<file path="src/rtl/relogio_ctrl.sv">
// rtl/relogio_ctrl.sv - timekeeping controller: 1 Hz prescaler, carry forwarding, two-button set-mode FSM
module relogio_ctrl #(
    parameter int CLK_HZ = 50_000_000
) (
    input  logic       ctrl_clock,
    input  logic       ctrl_reset,
    input  logic       ctrl_btn_mode,
    input  logic       ctrl_btn_inc,
    input  logic       ctrl_carry_seg,
    input  logic       ctrl_carry_min,
    output logic       ctrl_en_seg,
    output logic       ctrl_en_min,
    output logic       ctrl_en_hora,
    output logic       ctrl_clr_seg,
    output logic [1:0] ctrl_modo,
    output logic       ctrl_pisca
);

    localparam int              CW       = $clog2(CLK_HZ);
    localparam logic [CW-1:0]   CNT_MAX  = CW'(CLK_HZ - 1);
    localparam logic [CW-1:0]   CNT_HALF = CW'(CLK_HZ / 2);

    typedef enum logic [1:0] {
        RUN      = 2'd0,
        SET_HORA = 2'd1,
        SET_MIN  = 2'd2
    } mode_t;

    mode_t          mode;
    mode_t          mode_next;
    logic [2:0]     mode_sync;
    logic [2:0]     inc_sync;
    logic [CW-1:0]  cnt;
    logic           mode_press;
    logic           inc_press;
    logic           cnt_wrap;
    logic           blink_on;

    // bits [1:0] synchronize the button, bit 2 holds the previous synchronized level
    assign mode_press = mode_sync[1] & ~mode_sync[2];
    assign inc_press  = inc_sync[1] & ~inc_sync[2];
    assign cnt_wrap   = (cnt == CNT_MAX);
    assign blink_on   = (cnt < CNT_HALF);

    always_ff @(posedge ctrl_clock or negedge ctrl_reset) begin
        if (!ctrl_reset) begin
            mode      <= RUN;
            mode_sync <= 3'b000;
            inc_sync  <= 3'b000;
            cnt       <= '0;
        end else begin
            mode      <= mode_next;
            mode_sync <= {mode_sync[1:0], ctrl_btn_mode};
            inc_sync  <= {inc_sync[1:0], ctrl_btn_inc};
            if (mode_press || cnt_wrap) begin
                cnt <= '0;
            end else begin
                cnt <= cnt + CW'(1);
            end
        end
    end

    // every mode press is a transition, so the increment is dropped whenever mode_press is high
    always_comb begin
        mode_next    = mode;
        ctrl_en_seg  = 1'b0;
        ctrl_en_min  = 1'b0;
        ctrl_en_hora = 1'b0;
        ctrl_clr_seg = 1'b1;
        ctrl_modo    = 2'd0;
        ctrl_pisca   = 1'b1;
        case (mode)
            SET_HORA: begin
                if (mode_press) begin
                    mode_next = SET_MIN;
                end
                ctrl_en_hora = inc_press & ~mode_press;
                ctrl_modo    = 2'd1;
                ctrl_pisca   = blink_on;
            end
            SET_MIN: begin
                if (mode_press) begin
                    mode_next    = RUN;
                    ctrl_clr_seg = 1'b0;
                end
                ctrl_en_min = inc_press & ~mode_press;
                ctrl_modo   = 2'd2;
                ctrl_pisca  = blink_on;
            end
            default: begin
                if (mode_press) begin
                    mode_next = SET_HORA;
                end
                ctrl_en_seg  = cnt_wrap;
                ctrl_en_min  = cnt_wrap & ctrl_carry_seg;
                ctrl_en_hora = cnt_wrap & ctrl_carry_seg & ctrl_carry_min;
            end
        endcase
    end

endmodule
</file>
<file path="config.mk">
export PLATFORM = sky130hd
export DESIGN_NAME = relogio_ctrl
export DESIGN_NICKNAME = d
export VERILOG_FILES = /design/src/rtl/relogio_ctrl.sv
export SDC_FILE = /design/constraint.sdc
export NUM_CORES = 1
export LEC_CHECK = 0
export CORE_ASPECT_RATIO = 1.2
export CORE_MARGIN = 10
export CORE_UTILIZATION = 60
export CTS_BUF_LIST = sky130_fd_sc_hd__clkbuf_8
export DETAILED_ROUTE_END_ITERATION = 8
export PLACE_DENSITY_LB_ADDON = 0.1
export RECOVER_POWER = 50
export SETUP_SLACK_MARGIN = 0.1
export SKIP_LAST_GASP = 1
export SLEW_MARGIN = 20
export SYNTH_ARGS = -nofsm -noshare
export SYNTH_HDL_FRONTEND = slang
export SYNTH_SLANG_ARGS = --single-unit
</file>
<file path="constraint.sdc">
create_clock -name ctrl_clock -period 2.4 [get_ports ctrl_clock]
set_clock_uncertainty 0.2 [all_clocks]
set_input_delay 0.48 -clock ctrl_clock [delete_from_list [all_inputs] [get_ports ctrl_clock]]
set_output_delay 0.48 -clock ctrl_clock [all_outputs]
set_load 0.005 [all_outputs]
</file>
==> impl_metrics.py <==
metrics = {
    "run_status": {
        "status": "complete, but fails checks",
        "violations": "negative setup slack",
    },
    "synthesis": {
        "synth_enable_flop_cells": 0,
        "async_flop_share_pct": 100,
        "ys_seq_elements": 34,
        "synth_top_cell_by_area": "dfrtp_1",
        "synth_fp_nets": 189,
        "synth_warnings": 0,
        "yosys-top-cells-area": "dfrtp_1 47%, xor2_1 3.8%, a21oi_1 3.6%",
        "syn_area_per_cell_um2": 10.1,
        "syn_inst": 180,
        "syn_area_um2": 1820,
        "synth-seq-area-share_pct": 46.7,
        "ys.flop_type": "dfrtp_1",
        "yosysTopAreaCellShare_pct": 46.7,
        "synthDistinctLibCells": 40,
    },
    "floorplanning": {
        "die_height_um": 80.3,
        "initial_utilization_pct": 63.6,
        "coreArea_um2": 2860,
        "core.rowCount": 21,
        "die-area_um2": 5650,
        "ios": 13,
        "die_w_um": 70.3,
    },
    "power": {
        "report.power.total_uw": 1370,
        "ir_drop_mv": 0.624,
        "power_density_nw_per_um2": 575,
        "leakagePower_uw": 0.00110,
    },
    "clock_tree": {
        "cts-hold-fix-buffers": 0,
        "clk_latency_ns": 0.29,
        "cts_tree": "done",
        "clk_pin_slew_ns": 0.07,
        "cts-buffers-inserted": 5,
        "clockBufferDepth": 2,
        "cts.sinks": 34,
        "root_buffer": "clkbuf_8",
        "htree_levels": 2,
    },
    "timing": {
        "hold_viol": 0,
        "drv_slew": 0,
        "finalCritPeriodShare_pct": 107,
        "finalSetupViolCount": 2,
        "worstMarginPinSlew_ns": 0.851,
        "layout_min_cycle_time_ns": 2.58,
        "max_freq_ghz": 0.388,
        "layout_setup_ws_ns": -0.176,
        "relSlewSlack_pct": 43.3,
        "rsz0062_at_grt": "yes",
    },
    "detailed_routing": {
        "firstDrtPassIters": 5,
        "num_vias": 1656,
        "viasPerCell": 6.23,
        "drcViolationCount": 0,
        "wl_per_cell_um": 18.2,
        "drt_wl_total_um": 4850,
        "drtIter0Drc": 221,
        "ant_nets": 0,
    },
    "place": {
        "gp_congestion": 0.770,
        "hpwl_um": 3070,
        "post-place-ws_ns": -0.326,
        "portBuffers": 12,
    },
    "grt": {
        "grt.total_usage_pct": 17.6,
        "grt_max_degree": 35,
        "antenna_found_initial": 0,
        "grt_pass1_wl_um": 8050,
        "grt_pass1_vias": 1691,
        "grt-ovfl-total": 0,
    },
    "cells_and_area": {
        "layout_common_cells": "41 x buf_4, 34 x dfrtp_1, 15 x nor2_1",
        "syn2layout_area_growth_pct": 30.7,
        "antennaDiodeCount": 0,
        "layout_commonest_cell": "buf_4",
        "nNetsFinal": 241,
        "drive_above_1_share_pct": 31.0,
    },
    "worst_hold_path": {
        "hold_path_class": "register to register",
    },
    "worst_setup_path": {
        "path_class": "register to output pin",
        "cp_data_arrival_time_ns": 1.90,
        "worstPathMaxFanout": 2,
        "worstPathRequired_ns": 1.72,
        "crit_path_start_kind": "register",
        "crit_path_end_kind": "output pin",
    },
    "run": {
        "max_cap_violations": 0,
    },
}
==> metrics by stage <==
step / hold WS [ns] / cell area, µm² / setup TNS [ns] / util (%) / std cells
detailed placement: 0.142 / 2190 / -0.685 / 76.4 / 253
global route: 0.170 / 2380 / -0.421 / 83.0 / 266
CTS: 0.157 / 2360 / -0.0464 / 82.4 / 265
global placement: 0.140 / 2190 / -0.569 / 76.4 / 253
floorplan: -0.0156 / 1820 / 0 / - / 180
finish: 0.158 / 2380 / -0.276 / 83.0 / 266
==> registers in the layout, indices dropped and copies added (netlist names) <==
| name | cells |
|---|---|
| mode_sync | 3 |
| cnt | 26 |
| inc_sync | 3 |
| mode | 2 |
==> layout make-up <==
class | instances | area (µm²)
Clock buffer | 5 | 68.8
Inverter | 6 | 22.5
Tap cell | 34 | 42.5
Sequential cell | 34 | 851
Timing Repair Buffer | 56 | 435
Fill cell | 166 | 485
Multi-Input combinational cell | 129 | 948
Clock inverter | 2 | 10.0
==> path summary, 6_finish.rpt <==
kind	start	end	slack (ns)	cells past startpoint
hold reg to reg	mode_sync[0]	mode_sync[1]	0.16	0
setup / recovery	cnt[7]	ctrl_en_hora	-0.18	7
setup reg to reg	cnt[7]	cnt[9]	0.14	9
hold / removal	mode_sync[0]	mode_sync[1]	0.16	0
max in group asynchronous	ctrl_reset	cnt[2]	0.84	2
min in group asynchronous	ctrl_reset	cnt[21]	0.62	2
==> logic make-up after synthesis <==
logic type / Yosys count / share of synthesized area, %
and+or+nand+nor: 80 / 27.8
AOI/OAI and AO/OA: 35 / 12.4
DFF: 34 / 46.7
buffers and inverters: 17 / 5.70
xor gates and xnor gates: 11 / 5.29
adders and majority gates: 3 / 2.06
==> layer usage <==
metal	wire (µm)	vias up	track usage, %
met5	0	-	0
met4	170	0	9.88
met3	268	21	4.92
met2	2570	60	30.8
met1	1840	818	18.8
li1	-	757	-
==> where the power goes <==
group	leakage [µW]	switching (µW)	total, µW	internal (µW)
sequential	0.000453	28.2	645	617
clock	0.0000438	207	402	195
combinational	0.000601	149	321	173
total	0.00110	384	1370	984
==> what timing repair did <==
| item | 4_1_cts | 5_1_grt |
|---|---|---|
| buffers inserted | 5 | 1 |
| setup endpoints to repair | 4 | 7 |
| resized for setup | 30 | 2 |
| cloned | 0 | 0 |
| pin swaps | 12 | 1 |
==> synthesized netlist by cell type, types with 2 or more instances <==
cell     instances
dfrtp_1         34
nor2_1          15
a21oi_1         13
nand2_1         11
nand3_1          9
o21ai_0          9
xor2_1           8
nand4_1          7
o31ai_1          7
or4_1            7
buf_4            6
inv_1            6
or3_1            6
and4_1           4
and3_1           3
ha_1             3
xnor2_1          3
and3_2           2
buf_2            2
buf_6            2
nand4_2          2
nor2b_1          2
nor4b_1          2
==> worst max-delay path, stage by stage, from the launching register on <==
cell     delay, ns
dfrtp_1       0.43
nor4_4        0.34
buf_4         0.17
nand3_4       0.07
nor4_4        0.19
buf_4         0.16
a22o_1        0.13
buf_2         0.12
Note: power is estimated with default switching activity, not from simulation.
